[config.mk]
export PLATFORM = sky130hd
export DESIGN_NAME = stream_aggregation_n
export DESIGN_NICKNAME = d
export VERILOG_FILES = /design/src/rtl/stream_agg_pkg.sv /design/src/rtl/stream_agg_arb.sv /design/src/rtl/stream_aggregation_n.sv
export SDC_FILE = /design/constraint.sdc
export NUM_CORES = 1
export LEC_CHECK = 0
export CAP_MARGIN = 20
export CORE_AREA = 2 2 131 133
export DETAILED_ROUTE_END_ITERATION = 12
export DIE_AREA = 0 0 133 135
export PLACE_DENSITY_LB_ADDON = 0.25
export SLEW_MARGIN = 20
export SYNTH_ARGS = -nofsm -noshare
export SYNTH_HDL_FRONTEND = slang
export SYNTH_SLANG_ARGS = --single-unit
export TNS_END_PERCENT = 20
[constraint.sdc]
create_clock -name clk -period 2.9 [get_ports clk]
set_input_delay 0.435 -clock clk [delete_from_list [all_inputs] [get_ports clk]]
set_output_delay 0.435 -clock clk [all_outputs]
set_load 0.01 [all_outputs]
[src/rtl/stream_agg_pkg.sv]
// Shared constants for the CHDR stream aggregator: header field offsets,
// default UDP ports / SID, and the data-input port helper.
package stream_agg_pkg;

    localparam int HDR_FLAG_BIT = 63;
    localparam int SID_LSB      = 16;
    localparam int SID_W        = 16;

    localparam logic [15:0] DEF_FC_SID    = 16'h0050;
    localparam int          DEF_CTRL_PORT = 49200;
    localparam int          DEF_FC_PORT   = 49202;
    localparam int          DEF_DATA_BASE = 49202;
    localparam int          DEF_DATA_STEP = 2;

    typedef enum logic {
        ST_IDLE,
        ST_PASS
    } agg_state_t;

    // Caller truncates to the UDP port width, which gives the mod 2^USER_W wrap.
    function automatic int data_port(input int base, input int step, input int idx);
        return base + step * idx;
    endfunction

endpackage

[src/rtl/stream_agg_arb.sv]
// Grant selection: lowest-index priority requester first, otherwise the first
// non-priority requester after the round-robin pointer, searching upward with wrap.
module stream_agg_arb #(
    parameter int NUM_IN = 3,
    parameter int IDX_W  = $clog2(NUM_IN)
) (
    input  logic [NUM_IN-1:0] req,
    input  logic [NUM_IN-1:0] prio_mask,
    input  logic [IDX_W-1:0]  rr_ptr,
    output logic [NUM_IN-1:0] grant,
    output logic [IDX_W-1:0]  grant_idx,
    output logic              grant_valid
);

    logic [NUM_IN-1:0] prio_req;
    logic [NUM_IN-1:0] norm_req;

    // Loops run from lowest to highest preference so the last hit wins.
    always_comb begin
        int idx;
        prio_req    = req & prio_mask;
        norm_req    = req & ~prio_mask;
        grant_idx   = '0;
        grant_valid = 1'b0;
        idx         = 0;
        if (|prio_req) begin
            grant_valid = 1'b1;
            for (int i = NUM_IN - 1; i >= 0; i--) begin
                if (prio_req[i]) begin
                    grant_idx = IDX_W'(i);
                end
            end
        end else begin
            grant_valid = |norm_req;
            for (int k = NUM_IN; k >= 1; k--) begin
                idx = (int'(rr_ptr) + k) % NUM_IN;
                if (norm_req[idx]) begin
                    grant_idx = IDX_W'(idx);
                end
            end
        end
        grant = grant_valid ? (NUM_IN'(1) << grant_idx) : '0;
    end

endmodule

[src/rtl/stream_aggregation_n.sv]
// N-input packet-atomic CHDR aggregator: per-packet arbitration, UDP port
// classification on the first beat, per-input packet counters.
module stream_aggregation_n
    import stream_agg_pkg::*;
#(
    parameter int                CHDR_W       = 64,
    parameter int                USER_W       = 16,
    parameter int                NUM_IN       = 3,
    parameter logic [NUM_IN-1:0] RESP_MASK    = NUM_IN'(1),
    parameter logic [NUM_IN-1:0] PRIO_MASK    = NUM_IN'(1),
    parameter logic [15:0]       FC_SID       = DEF_FC_SID,
    parameter int                CTRL_PORT    = DEF_CTRL_PORT,
    parameter int                FC_PORT      = DEF_FC_PORT,
    parameter int                DATA_BASE    = DEF_DATA_BASE,
    parameter int                DATA_STEP    = DEF_DATA_STEP,
    parameter int                IN_FIFO_SIZE = 0,
    parameter int                OUT_REG      = 0
) (
    input  logic                     clk,
    input  logic                     reset,
    input  logic                     clear,
    input  logic [NUM_IN*CHDR_W-1:0] i_tdata,
    input  logic [NUM_IN-1:0]        i_tlast,
    input  logic [NUM_IN-1:0]        i_tvalid,
    output logic [NUM_IN-1:0]        i_tready,
    output logic [CHDR_W-1:0]        o_tdata,
    output logic [USER_W-1:0]        o_tuser,
    output logic                     o_tlast,
    output logic                     o_tvalid,
    input  logic                     o_tready,
    output logic [NUM_IN*16-1:0]     stat_pkts,
    output logic                     err_nohdr
);

    localparam int IDX_W = $clog2(NUM_IN);
    localparam int PAY_W = USER_W + 1 + CHDR_W;

    logic [CHDR_W-1:0] in_data [NUM_IN];
    logic [NUM_IN-1:0] in_last;
    logic [NUM_IN-1:0] in_valid;
    logic [NUM_IN-1:0] in_ready;

    agg_state_t        state, state_nxt;
    logic [IDX_W-1:0]  grant_idx_r;
    logic [USER_W-1:0] port_r;
    logic [IDX_W-1:0]  rr_ptr;
    logic [15:0]       stat_cnt [NUM_IN];

    logic [NUM_IN-1:0] arb_grant;
    logic [IDX_W-1:0]  arb_idx;
    logic              arb_valid;
    logic [USER_W-1:0] port_sel;
    logic              nohdr_sel;

    logic [CHDR_W-1:0] core_data;
    logic [USER_W-1:0] core_user;
    logic              core_last;
    logic              core_valid;
    logic              core_ready;
    logic              pkt_done;

    for (genvar i = 0; i < NUM_IN; i++) begin : g_in
        if (IN_FIFO_SIZE == 0) begin : g_bypass
            assign in_data[i]  = i_tdata[i*CHDR_W +: CHDR_W];
            assign in_last[i]  = i_tlast[i];
            assign in_valid[i] = i_tvalid[i];
            assign i_tready[i] = in_ready[i];
        end else begin : g_fifo
            localparam int DEPTH = 2 ** IN_FIFO_SIZE;
            logic [CHDR_W:0]       mem [DEPTH];
            logic [IN_FIFO_SIZE:0] wr_ptr, rd_ptr, fill;
            logic                  full;

            assign fill        = wr_ptr - rd_ptr;
            assign full        = fill[IN_FIFO_SIZE];
            assign i_tready[i] = !full;
            assign in_valid[i] = (wr_ptr != rd_ptr);
            assign in_data[i]  = mem[rd_ptr[IN_FIFO_SIZE-1:0]][CHDR_W-1:0];
            assign in_last[i]  = mem[rd_ptr[IN_FIFO_SIZE-1:0]][CHDR_W];

            always_ff @(posedge clk) begin
                if (reset || clear) begin
                    wr_ptr <= '0;
                    rd_ptr <= '0;
                end else begin
                    if (i_tvalid[i] && !full) begin
                        mem[wr_ptr[IN_FIFO_SIZE-1:0]] <= {i_tlast[i], i_tdata[i*CHDR_W +: CHDR_W]};
                        wr_ptr <= wr_ptr + 1'b1;
                    end
                    if (in_valid[i] && in_ready[i]) begin
                        rd_ptr <= rd_ptr + 1'b1;
                    end
                end
            end
        end
        assign stat_pkts[i*16 +: 16] = stat_cnt[i];
    end

    stream_agg_arb #(
        .NUM_IN (NUM_IN),
        .IDX_W  (IDX_W)
    ) u_arb (
        .req         (in_valid),
        .prio_mask   (PRIO_MASK),
        .rr_ptr      (rr_ptr),
        .grant       (arb_grant),
        .grant_idx   (arb_idx),
        .grant_valid (arb_valid)
    );

    // Only the first beat of the winning input is inspected; it is peeked, not consumed.
    always_comb begin
        port_sel  = USER_W'(data_port(DATA_BASE, DATA_STEP, int'(arb_idx)));
        nohdr_sel = 1'b0;
        if (|(arb_grant & RESP_MASK)) begin
            if (in_data[arb_idx][HDR_FLAG_BIT]) begin
                port_sel = (in_data[arb_idx][SID_LSB +: SID_W] == FC_SID) ?
                           USER_W'(FC_PORT) : USER_W'(CTRL_PORT);
            end else begin
                port_sel  = USER_W'(CTRL_PORT);
                nohdr_sel = 1'b1;
            end
        end
    end

    always_comb begin
        state_nxt  = state;
        core_valid = 1'b0;
        core_data  = '0;
        core_last  = 1'b0;
        core_user  = USER_W'(CTRL_PORT);
        in_ready   = '0;
        pkt_done   = 1'b0;
        case (state)
            ST_IDLE: begin
                if (arb_valid) begin
                    state_nxt = ST_PASS;
                end
            end
            ST_PASS: begin
                core_valid            = in_valid[grant_idx_r];
                core_data             = in_data[grant_idx_r];
                core_last             = in_last[grant_idx_r];
                core_user             = port_r;
                in_ready[grant_idx_r] = core_ready;
                if (core_valid && core_ready && core_last) begin
                    pkt_done  = 1'b1;
                    state_nxt = ST_IDLE;
                end
            end
            default: state_nxt = ST_IDLE;
        endcase
    end

    // Grant and port are latched once per packet, so they cannot move mid-packet.
    always_ff @(posedge clk) begin
        if (reset || clear) begin
            state       <= ST_IDLE;
            grant_idx_r <= '0;
            port_r      <= USER_W'(CTRL_PORT);
            rr_ptr      <= IDX_W'(NUM_IN - 1);
            err_nohdr   <= 1'b0;
            for (int i = 0; i < NUM_IN; i++) begin
                stat_cnt[i] <= '0;
            end
        end else begin
            state     <= state_nxt;
            err_nohdr <= 1'b0;
            if (state == ST_IDLE && arb_valid) begin
                grant_idx_r <= arb_idx;
                port_r      <= port_sel;
                err_nohdr   <= nohdr_sel;
            end
            if (pkt_done) begin
                stat_cnt[grant_idx_r] <= stat_cnt[grant_idx_r] + 16'd1;
                if (!PRIO_MASK[grant_idx_r]) begin
                    rr_ptr <= grant_idx_r;
                end
            end
        end
    end

    if (OUT_REG == 0) begin : g_out_direct
        assign o_tdata    = core_data;
        assign o_tuser    = core_user;
        assign o_tlast    = core_last;
        assign o_tvalid   = core_valid;
        assign core_ready = o_tready;
    end else begin : g_out_reg
        logic [PAY_W-1:0] main_q, skid_q;
        logic             main_v, skid_v;

        assign core_ready = !skid_v;
        assign o_tvalid   = main_v;
        assign {o_tuser, o_tlast, o_tdata} = main_q;

        // Two-entry skid stage: the skid slot absorbs one beat when the sink stalls.
        always_ff @(posedge clk) begin
            if (reset || clear) begin
                main_v <= 1'b0;
                skid_v <= 1'b0;
                main_q <= {USER_W'(CTRL_PORT), 1'b0, CHDR_W'(0)};
                skid_q <= {USER_W'(CTRL_PORT), 1'b0, CHDR_W'(0)};
            end else if (o_tready || !main_v) begin
                if (skid_v) begin
                    main_q <= skid_q;
                    main_v <= 1'b1;
                    skid_v <= 1'b0;
                end else if (core_valid) begin
                    main_q <= {core_user, core_last, core_data};
                    main_v <= 1'b1;
                end else begin
                    main_v <= 1'b0;
                end
            end else if (core_valid && !skid_v) begin
                skid_q <= {core_user, core_last, core_data};
                skid_v <= 1'b1;
            end
        end
    end

endmodule
==> summary.md, run 1 <==
| Metric | Value |
|---|---|
| Synth area leaders | `sky130_fd_sc_hd__edfxtp_1 34%, sky130_fd_sc_hd__mux2i_1 12%, sky130_fd_sc_hd__and2_1 7.7%` |
| Num ports | `approximately 340` |
| Clock tree sinks | `75` |
| Peak supply drop | `about 0.00028 V` |
| Unrepaired setup endpoints after global routing | `no` |
| Total leakage power | `3.39 nW` |
| CP bufs+invs | `2` |
| Critical path required time | `2470 ps` |
| List of most frequent post-synthesis cells | `75 x sky130_fd_sc_hd__nand2_1, 71 x sky130_fd_sc_hd__o21ai_0, 69 x sky130_fd_sc_hd__and2_1, 69 x sky130_fd_sc_hd__mux2i_1, 64 x sky130_fd_sc_hd__edfxtp_1` |
| R2R setup slack | `410 ps` |
| Via Count | `roughly 5600` |
| Pre-CTS setup slack | `about 290 ps` |
| Overall fraction of global-route tracks in use | `0.229` |
| Standard-cell rows | `47` |
| Timing startpoint of the critical path | `grant_idx_r[0]` |
| Startpoint type of the worst setup path | `register` |
| Crit path max-delay family | `buffers and inverters` |
| Vias in the first global route | `around 5600` |
| First-pass GRT wire length | `31900 um` |
| Chip height | `~140 um` |
| Max-slew headroom at the worst pin | `0.530` |
| Number of max-cap violations | `0` |
| End of the worst register-to-register path | `stat_cnt[2][10]` |
| Wirelength, routed | `21000 um` |
| Estimated wirelength of the detail-placed design | `between 15000 and 20000 um` |
| Slowest CP cell | `sky130_fd_sc_hd__clkdlybuf4s50_1` |
| Area enclosed by the die boundary | `roughly 18000 um2` |
| Path category of the worst min-delay check | `reg -> reg` |
| Type of the worst setup path | `reg -> out` |
| Final ANT Viol Nets | `0` |
| Area added between synthesis and finish | `67.5%` |
| Worst reg2reg path depth | `6` |
| Final hold violation count | `0` |
| Max H-tree Level | `3` |
| Worst Setup Slack, final | `about 220 ps` |
| Maximum clock path buffer count | `2` |
| Run status | `finished clean` |
| Width of the die | `between 100 and 150 um` |
| Cell-by-cell trace of the critical path | `nor2b_4 -> buf_4 -> nand2_1 -> o21ai_0 -> and2_1 -> clkdlybuf4s50_1` |
| Hold Buf Count CTS | `0` |
| Share of flip-flops with an asynchronous set or reset | `0` |
| Post-route clock period utilization | `0.924` |
| Core ar. | `between 15000 and 20000 um2` |
| Netlist area before placement | `roughly 5600 um2` |
| Warnings, synthesis | `0` |
| Hold Crit Start | `port_r[2]` |
| Post-Syn Instances | `between 500 and 600` |
| Max Clock Skew | `about 7.2 ps` |
| Syn avg cell area | `9.43 um2` |
| Number of instances on the worst hold path | `2` |
| Data arrival time of the critical path | `2240 ps` |
| Share of layout cells above drive strength 1 | `0.0687` |
| Commonest register cell after synthesis | `sky130_fd_sc_hd__edfxtp_1` |
| Number of remaining DRC errors | `0` |
| Overflow left after global routing | `0` |
| # port buffers | `about 320` |
| Critical path capture point type | `output port` |
| Post-detailed-route wirelength per cell | `18.2 um` |
| Portion of synthesized cell area occupied by the leading cell type | `0.341` |
| Largest incremental delay on the critical path | `roughly 530 ps` |
| Pin count of the biggest net entering global routing | `between 60 and 70` |
| Share of the yosys chip area belonging to registers | `0.380` |
| TritonCTS clock tree | `yes` |
| Initial antenna violation count | `0` |
| Seq cells post-synth | `between 70 and 80` |
| Setup TNS after final layout | `0 ps` |
| Setup violation total in the final timing report | `0` |
| Slew at the pin closest to its max-slew limit | `about 700 ps` |
| Clock Pin Slew Worst Setup and Hold Paths | `60 ps` |
| Number of detailed-routing iterations run before antenna repair | `5` |
| Final weighted congestion of routability-driven global placement | `0.872` |
| Per-cell via count in the routed design | `between 4 and 5` |
| Maximum clock frequency | `0.373 GHz` |
| Clock Root Buffer | `sky130_fd_sc_hd__clkbuf_16` |
| Final antenna diode count | `0` |
| Library cell with the highest instance count after synthesis | `sky130_fd_sc_hd__nand2_1` |
| Top cell type by total area after synthesis | `sky130_fd_sc_hd__edfxtp_1` |
| Min-Delay Endpoint | `port_r[2]` |
| Starting DRC count in detailed routing | `roughly 400` |
| Number of CTS-inserted buffers | `9` |
| Clock latency on the worst-skew pair | `between 300 and 400 ps` |
| Ratio of total power to cell area | `~320 nW/um2` |
| Initial Util | `0.343` |
| Final worst path period need | `between 2000 and 3000 ps` |
| Count of nets after finishing | `~1100` |
| Critical Path Fanout Max | `25` |
| Count of final max-slew check failures | `0` |
| Number of flops mapped to enable cells by yosys | `64` |
| Post-synth cell types | `50` |
## layer usage
| metal | GRT usage | vias to the layer above | share of wire |
|---|---|---|---|
| li1 | - | 2717 | - |
| met5 | 0 | - | 0 |
| met4 | 0.0424 | 0 | 0.0097 |
| met3 | 0.0503 | 16 | 0.060 |
| met2 | 0.415 | 220 | 0.52 |
| met1 | 0.283 | 2640 | 0.41 |
## placed cells by master, fill, tap and decap left out, types with 8 or more instances in the layout
cell type | netlist | layout
sky130_fd_sc_hd__xnor2_1 | 11 | 11
sky130_fd_sc_hd__buf_4 | 13 | 20
sky130_fd_sc_hd__nand2_1 | 75 | 75
sky130_fd_sc_hd__conb_1 | 2 | 29
sky130_fd_sc_hd__and2_1 | 69 | 69
sky130_fd_sc_hd__nor2_1 | 59 | 59
sky130_fd_sc_hd__o21ai_0 | 71 | 71
sky130_fd_sc_hd__inv_1 | 25 | 25
sky130_fd_sc_hd__clkdlybuf4s50_1 | 0 | 322
sky130_fd_sc_hd__mux2i_1 | 69 | 69
sky130_fd_sc_hd__edfxtp_1 | 64 | 64
sky130_fd_sc_hd__clkbuf_16 | 0 | 9
sky130_fd_sc_hd__nor4_1 | 8 | 8
sky130_fd_sc_hd__mux4_1 | 10 | 10
sky130_fd_sc_hd__dfxtp_1 | 11 | 8
## cell type report
class | instances | area (um2)
Multi-Input combinational cell | 470 | 3220
Clock inverter | 5 | 31.3
Fill cell | 1433 | 6970
Timing Repair Buffer | 346 | 3440
Tap cell | 220 | 275
Sequential cell | 75 | 2150
Clock buffer | 10 | 229
Inverter | 25 | 93.8
## what timing repair did
item	4_1_cts	5_1_grt
gates resized for setup	0	1
setup endpoints to repair	0	1
setup buffers	0	1
endpoints found under the hold margin	0	0
## worst max path at each step
| stage | slack, ps | cells after the start | to |
|---|---|---|---|
| after global placement | 360 | 7 | stat_cnt[1][13] |
| after floorplan | 560 | 8 | stat_cnt[2][0] |
| after detailed placement | 290 | 8 | port_r[1] |
| after global routing | 40 | 6 | o_tdata[43] |
| after CTS | 140 | 5 | o_tdata[15] |
| final | 220 | 6 | o_tdata[16] |
## registers in the layout, summed over array words and instances, names as in the netlist, named ones only
register     count
stat_cnt        64
err_nohdr        1
rr_ptr           2
grant_idx_r      2
port_r           3
state            1
## worst reg2reg max path, stage by stage (launching register included)
cell,delay [ps]
sky130_fd_sc_hd__dfxtp_1,470
sky130_fd_sc_hd__mux4_1,710
sky130_fd_sc_hd__ha_1,310
sky130_fd_sc_hd__nand3_1,250
sky130_fd_sc_hd__nor3_2,80
sky130_fd_sc_hd__xnor2_1,340
sky130_fd_sc_hd__nor2_1,90
## per-stage QoR
stage          hold WS (ps)  cells  total power, mW  cell area, um2   util
2_1_floorplan           452    624             1.54            5730      -
3_3_place_gp            472   1135             2.03            9160  0.558
3_5_place_dp            483   1135             2.04            9160  0.558
4_1_cts                 497   1150             3.01            9420  0.574
5_1_grt                 526   1151             3.12            9440  0.575
6_report                495   1151             3.01            9440  0.575
## logic make-up after synthesis
group / Yosys count / share of synthesized area
mux: 86 / 0.195
fa+ha+maj: 5 / 0.0111
xor+xnor: 14 / 0.0231
compound gates: 82 / 0.0820
buf+inv: 79 / 0.0669
other cells: 2 / 0.00133
flops: 75 / 0.380
simple gates: 254 / 0.240
## where the power goes
group	switching [mW]	total, mW	internal (mW)	leakage (nW)
combinational	0.294	0.767	0.472	2.48
sequential	0.0349	1.25	1.22	0.788
clock	0.417	0.987	0.571	0.130
No activity file was read; power rests on OpenSTA's default activity.
==> run 2, diff against run 1 <==
--- a/config.mk
+++ b/config.mk
@@ -6,9 +6,9 @@
 export NUM_CORES = 1
 export LEC_CHECK = 0
 export CAP_MARGIN = 20
-export CORE_AREA = 2 2 131 133
+export CORE_MARGIN = 8
+export CORE_UTILIZATION = 39
 export DETAILED_ROUTE_END_ITERATION = 12
-export DIE_AREA = 0 0 133 135
 export PLACE_DENSITY_LB_ADDON = 0.25
 export SLEW_MARGIN = 20
 export SYNTH_ARGS = -nofsm -noshare
==> run 2 against run 1 <==
Clock power up 10%. Via count down 0.54%. Final area down 0.21%. Critical path type unchanged. Power up 3.2%. Global-route usage down 0.55 points. Count of clock-buffer cells in the layout down 1. Clock skew up 2.0 ps. Critical path depth down 1.
==> summary.md, run 2 (same netlist as run 1, synthesis figures left out) <==
| Metric | Value |
|---|---|
| Max-slew headroom at the worst pin | `0.559` |
| First-pass GRT wire length | `roughly 32000 um` |
| Run status | `finished clean` |
| Max Clock Skew | `9.14 ps` |
| Cell-by-cell trace of the critical path | `buf_12 -> mux2i_1 -> o21ai_0 -> and2_1 -> clkdlybuf4s50_1` |
| Largest incremental delay on the critical path | `~600 ps` |
| Commonest cells after routing, fill and taps aside | `322 x sky130_fd_sc_hd__clkdlybuf4s50_1, 75 x sky130_fd_sc_hd__nand2_1, 71 x sky130_fd_sc_hd__o21ai_0` |
| Clock Pin Slew Worst Setup and Hold Paths | `60 ps` |
| Combined flip-flop and latch cell area | `2150 um2` |
| Peak supply drop | `roughly 0.00024 V` |
| Number of detailed-routing iterations run before antenna repair | `5` |
| Final antenna diode count | `0` |
| Critical Path Fanout Max | `32` |
| Overall fraction of global-route tracks in use | `0.224` |
| Initial antenna violation count | `0` |
| Pin count of the biggest net entering global routing | `76` |
| Critical path capture point type | `output port` |
| Final worst path period need | `2750 ps` |
| Estimated wirelength of the detail-placed design | `17600 um` |
| Path category of the worst min-delay check | `reg -> reg` |
| Area of the multi-input gates | `approximately 3200 um2` |
| Count of nets after finishing | `between 1000 and 1500` |
| Setup violation total in the final timing report | `0` |
| # port buffers | `between 300 and 400` |
| Final hold violation count | `0` |
| Area enclosed by the die boundary | `approximately 19000 um2` |
| Register name with the most flops | `stat_cnt` |
| Post-detailed-route wirelength per cell | `a little under 20 um` |
| Number of CTS-inserted buffers | `9` |
| Maximum clock path buffer count | `2` |
| Slowest CP cell | `sky130_fd_sc_hd__dfxtp_4` |
| Core ar. | `~14000 um2` |
| Share of layout cells above drive strength 1 | `0.0668` |
| Count of final max-slew check failures | `0` |
| Number of remaining DRC errors | `0` |
| Standard-cell rows | `44` |
| Type of the worst setup path | `reg -> out` |
| Chip height | `about 140 um` |
| Unrepaired setup endpoints after global routing | `no` |
| Wirelength, routed | `approximately 22000 um` |
| Area added between synthesis and finish | `67.2%` |
| Overflow left after global routing | `0` |
| TritonCTS clock tree | `yes` |
| Registers with the most flip-flops | `stat_cnt (64), port_r (3)` |
| Tightest hold margin | `roughly 500 ps` |
| Clock tree sinks | `75` |
| Startpoint type of the worst setup path | `register` |
| Max H-tree Level | `3` |
| Total leakage power | `3.39 nW` |
| Final weighted congestion of routability-driven global placement | `0.863` |
| Maximum clock frequency | `between 0.3 and 0.4 GHz` |
| Per-cell via count in the routed design | `between 5 and 6` |
| Final ANT Viol Nets | `0` |
| Number of flip-flops under the largest register name | `64` |
| Initial Util | `0.393` |
| Number of fillers in the final layout | `between 1000 and 1500` |
| Starting DRC count in detailed routing | `362` |
| Clock latency on the worst-skew pair | `between 300 and 400 ps` |
| Total power after layout | `slightly above 3 mW` |
| Number of max-cap violations | `0` |
| Setup TNS after final layout | `0 ps` |
| Vias in the first global route | `between 5000 and 6000` |
| Data arrival time of the critical path | `2310 ps` |
| Width of the die | `between 100 and 150 um` |
| Most common cell after layout, fill and taps aside | `sky130_fd_sc_hd__clkdlybuf4s50_1` |
| Ratio of total power to cell area | `between 300 and 400 nW/um2` |
| Clock Root Buffer | `sky130_fd_sc_hd__clkbuf_16` |
| Post-route clock period utilization | `0.947` |
| Num ports | `approximately 340` |
| Critical path required time | `2470 ps` |
| Slew at the pin closest to its max-slew limit | `~650 ps` |
| Via Count | `5563` |
| Hold Buf Count CTS | `0` |
run 2: routing by layer:
metal	GRT usage	routed length, um	up-vias
met1	0.239	7740	2594
li1	-	-	2710
met2	0.415	11600	243
met3	0.0795	2020	16
met4	0.0451	234	0
met5	0	0	-
run 2: final cells by class:
cell class | instances | share of cell area
tap | 184 | 0.0245
multi-input combinational | 470 | 0.342
clock inverter | 7 | 0.00731
sequential | 75 | 0.228
inverter | 25 | 0.00997
clock buffer | 9 | 0.0239
timing repair buffer | 342 | 0.364
run 2: final timing paths:
path / from / end / slack [ps] / depth (start not counted)
setup / recovery: grant_idx_r[1] / o_tdata[47] / 150 / 5
hold / removal: port_r[3] / port_r[3] / 500 / 2
setup reg to reg: register / stat_cnt[1][12] / 330 / 6
hold reg to reg: port_r[3] / port_r[3] / 500 / 2
run 2: report_power, final:
part / internal [mW] / switching [mW] / total [mW]
clock network: 0.662 / 0.430 / 1.09
logic: 0.471 / 0.292 / 0.764
registers: 1.22 / 0.0297 / 1.25
total: 2.35 / 0.752 / 3.10
run 2: repair_timing:
action	CTS	global route
gates resized for setup	0	1
setup endpoints to repair	0	1
setup buffers	0	0
endpoints found under the hold margin	0	0
run 2: worst max-delay path: cells and delay by family (launching register included):
kind | cells | cell delay [ps]
buffers and inverters | 2 | 760
DFF | 1 | 600
muxes | 1 | 310
and+or+nand+nor | 1 | 160
AOI/OAI and AO/OA | 1 | 110
run 2: metrics by stage:
step                      instances  area, um2  setup slack [ps]  utilization
after CTS                      1112       9410               112        0.658
after detailed placement       1096       9120               259        0.637
after floorplan                 624       5730               560            -
after global placement         1096       9120               333        0.637
after global routing           1112       9420              52.4        0.658
final                          1112       9420               153        0.658
==> run 3, diff against run 2 <==
--- a/config.mk
+++ b/config.mk
@@ -6,10 +6,13 @@
 export NUM_CORES = 1
 export LEC_CHECK = 0
 export CAP_MARGIN = 20
-export CORE_MARGIN = 8
-export CORE_UTILIZATION = 39
+export CORE_AREA = 8 8 123 125
+export CTS_BUF_LIST = sky130_fd_sc_hd__clkbuf_8
 export DETAILED_ROUTE_END_ITERATION = 12
+export DIE_AREA = 0 0 131 133
+export DONT_BUFFER_PORTS = 1
 export PLACE_DENSITY_LB_ADDON = 0.25
+export SETUP_SLACK_MARGIN = 0.2
 export SLEW_MARGIN = 20
 export SYNTH_ARGS = -nofsm -noshare
 export SYNTH_HDL_FRONTEND = slang
==> run 3 against run 2 <==
Routed wire length decreased by 11%. Count of clock-buffer cells in the layout did not move. Utilization is 20 points lower. Clock power is 31% lower. Flip-flop and latch count unchanged. Power fell by 24%. Worst hold slack lost 200 ps. Critical path type unchanged. Highest routed layer unchanged. Final area fell by 36%. Global-route usage down 1.2 points.
==> summary.md, run 3 (same netlist as run 1, synthesis figures left out) <==
| Metric | Value |
|---|---|
| Total leakage power | `2.10 nW` |
| Final worst path period need | `~2600 ps` |
| Post-Place Cell Area | `5820 um2` |
| Number of max-cap violations | `0` |
| Estimated wirelength of the detail-placed design | `~15000 um` |
| Final antenna diode count | `0` |
| Data arrival time of the critical path | `~2200 ps` |
| Post-detailed-route wirelength per cell | `24.7 um` |
| Standard-cell rows | `42` |
| Critical Path Fanout Max | `61` |
| Cell-by-cell trace of the critical path | `buf_12 -> nor2b_4 -> buf_4 -> nand2_1 -> o21ai_0 -> and2_1` |
| Number of flip-flops under the largest register name | `between 60 and 70` |
| Tightest hold margin | `between 200 and 300 ps` |
| Combined flip-flop and latch cell area | `~2100 um2` |
| Count of final max-slew check failures | `0` |
| Non-filler instance count after layout | `between 700 and 800` |
| Register name with the most flops | `stat_cnt` |
| Initial Util | `0.430` |
| CP bufs+invs | `2` |
| Max Clock Skew | `approximately 14 ps` |
| Starting DRC count in detailed routing | `between 200 and 300` |
| Final non-filler cell area | `between 5000 and 6000 um2` |
| Area added between synthesis and finish | `6.51%` |
| Area of the multi-input gates | `around 3200 um2` |
| Max-slew headroom at the worst pin | `0.600` |
| Number of fillers in the final layout | `approximately 1300` |
| Core utilization of the finished layout | `0.458` |
| Maximum clock frequency | `0.380 GHz` |
| Ratio of total power to cell area | `~390 nW/um2` |
| Pre-CTS setup slack | `about 530 ps` |
| Area enclosed by the die boundary | `roughly 17000 um2` |
| Clock Root Buffer | `sky130_fd_sc_hd__clkbuf_8` |
| Buffer count from post-CTS setup fixing | `0` |
| Startpoint type of the worst setup path | `register` |
| Critical path capture point type | `output port` |
| Number of CTS-inserted buffers | `9` |
| Clock tree sinks | `75` |
| Final ANT Viol Nets | `0` |
| Post-placement cell count | `~760` |
| Pin count of the biggest net entering global routing | `between 60 and 70` |
| Number of remaining DRC errors | `0` |
| Setup violation total in the final timing report | `0` |
| Core ar. | `13100 um2` |
| Worst Setup Slack, final | `between 200 and 300 ps` |
| Hold Buf Count CTS | `0` |
| Share of layout cells above drive strength 1 | `0.0948` |
| Run status | `finished clean` |
| Setup TNS after final layout | `0 ps` |
| First-pass GRT wire length | `~28000 um` |
| Path category of the worst min-delay check | `in -> reg` |
| Type of the worst setup path | `reg -> out` |
| Number of detailed-routing iterations run before antenna repair | `5` |
| Overall fraction of global-route tracks in use | `0.212` |
| Max H-tree Level | `3` |
| Clock latency on the worst-skew pair | `around 340 ps` |
| Wirelength, routed | `19200 um` |
| Commonest cells after routing, fill and taps aside | `75 x sky130_fd_sc_hd__nand2_1, 71 x sky130_fd_sc_hd__o21ai_0, 69 x sky130_fd_sc_hd__mux2i_1, 69 x sky130_fd_sc_hd__and2_1, 64 x sky130_fd_sc_hd__edfxtp_1` |
| Clock Pin Slew Worst Setup and Hold Paths | `approximately 70 ps` |
| Post-route clock period utilization | `0.907` |
| Initial antenna violation count | `0` |
| Total power after layout | `roughly 2.3 mW` |
| Registers with the most flip-flops | `stat_cnt (64), port_r (3)` |
| Crit path max-delay family | `buffers and inverters` |
| Critical path required time | `roughly 2500 ps` |
| Final hold violation count | `0` |
| Num ports | `336` |
| Chip height | `between 100 and 150 um` |
| Most common cell after layout, fill and taps aside | `sky130_fd_sc_hd__nand2_1` |
| TritonCTS clock tree | `yes` |
| Per-cell via count in the routed design | `5.71` |
| Via Count | `around 4400` |
| Unrepaired setup endpoints after global routing | `no` |
| Width of the die | `131 um` |
| # resized after CTS | `0` |
| Slew at the pin closest to its max-slew limit | `roughly 590 ps` |
| Overflow left after global routing | `0` |
| Final weighted congestion of routability-driven global placement | `0.910` |
| Count of nets after finishing | `804` |
| Peak supply drop | `0.000210 V` |
| Largest incremental delay on the critical path | `between 400 and 500 ps` |
| Slowest CP cell | `sky130_fd_sc_hd__dfxtp_4` |
| Maximum clock path buffer count | `2` |
| # port buffers | `0` |
| Vias in the first global route | `roughly 4700` |
run 3: changes by cell type in the layout (fill, tap and decap cells not counted):
cell                              delta
sky130_fd_sc_hd__clkdlybuf4s50_1   -322
sky130_fd_sc_hd__clkbuf_16           -9
sky130_fd_sc_hd__clkbuf_8            +9
sky130_fd_sc_hd__buf_12              -3
sky130_fd_sc_hd__buf_6               -1
sky130_fd_sc_hd__clkinv_2            +1
sky130_fd_sc_hd__clkinv_4            -1
sky130_fd_sc_hd__clkinvlp_4          -1
run 3: layout make-up:
| class | count | share of cell area |
|---|---|---|
| Sequential cell | 75 | 0.358 |
| Tap cell | 176 | 0.0367 |
| Multi-Input combinational cell | 470 | 0.537 |
| Timing Repair Buffer | 16 | 0.0221 |
| Inverter | 25 | 0.0156 |
| Clock buffer | 9 | 0.0207 |
| Clock inverter | 6 | 0.00960 |
run 3: worst paths after layout:
| check | start | endpoint | slack [ps] | cells past startpoint |
|---|---|---|---|---|
| max | grant_idx_r[1] | o_tdata[21] | 270 | 6 |
| min | i_tvalid[2] | state | 300 | 2 |
| max reg2reg | rr_ptr[0] | port_r[1] | 490 | 9 |
| min reg2reg | port_r[2] | port_r[2] | 500 | 2 |
run 3: power breakdown:
part	leakage, nW	internal, mW	switching [mW]
clock	0.0963	0.387	0.367
combinational	1.22	0.117	0.207
sequential	0.788	1.22	0.0484
total	2.10	1.72	0.623
run 3: worst reg2reg max path: cells and delay by family (launching register included):
family / cells / cell delay (ps)
flops: 1 / 350
compound gates: 4 / 990
simple gates: 1 / 260
fa+ha+maj: 2 / 570
buf+inv: 2 / 150
run 3: metal layers:
| layer | part of all wire | vias to the layer above | GRT usage |
|---|---|---|---|
| met5 | 0 | - | 0 |
| met2 | 0.51 | 221 | 0.359 |
| met3 | 0.090 | 24 | 0.0783 |
| met1 | 0.38 | 2143 | 0.239 |
| met4 | 0.020 | 0 | 0.0670 |
| li1 | - | 2048 | - |
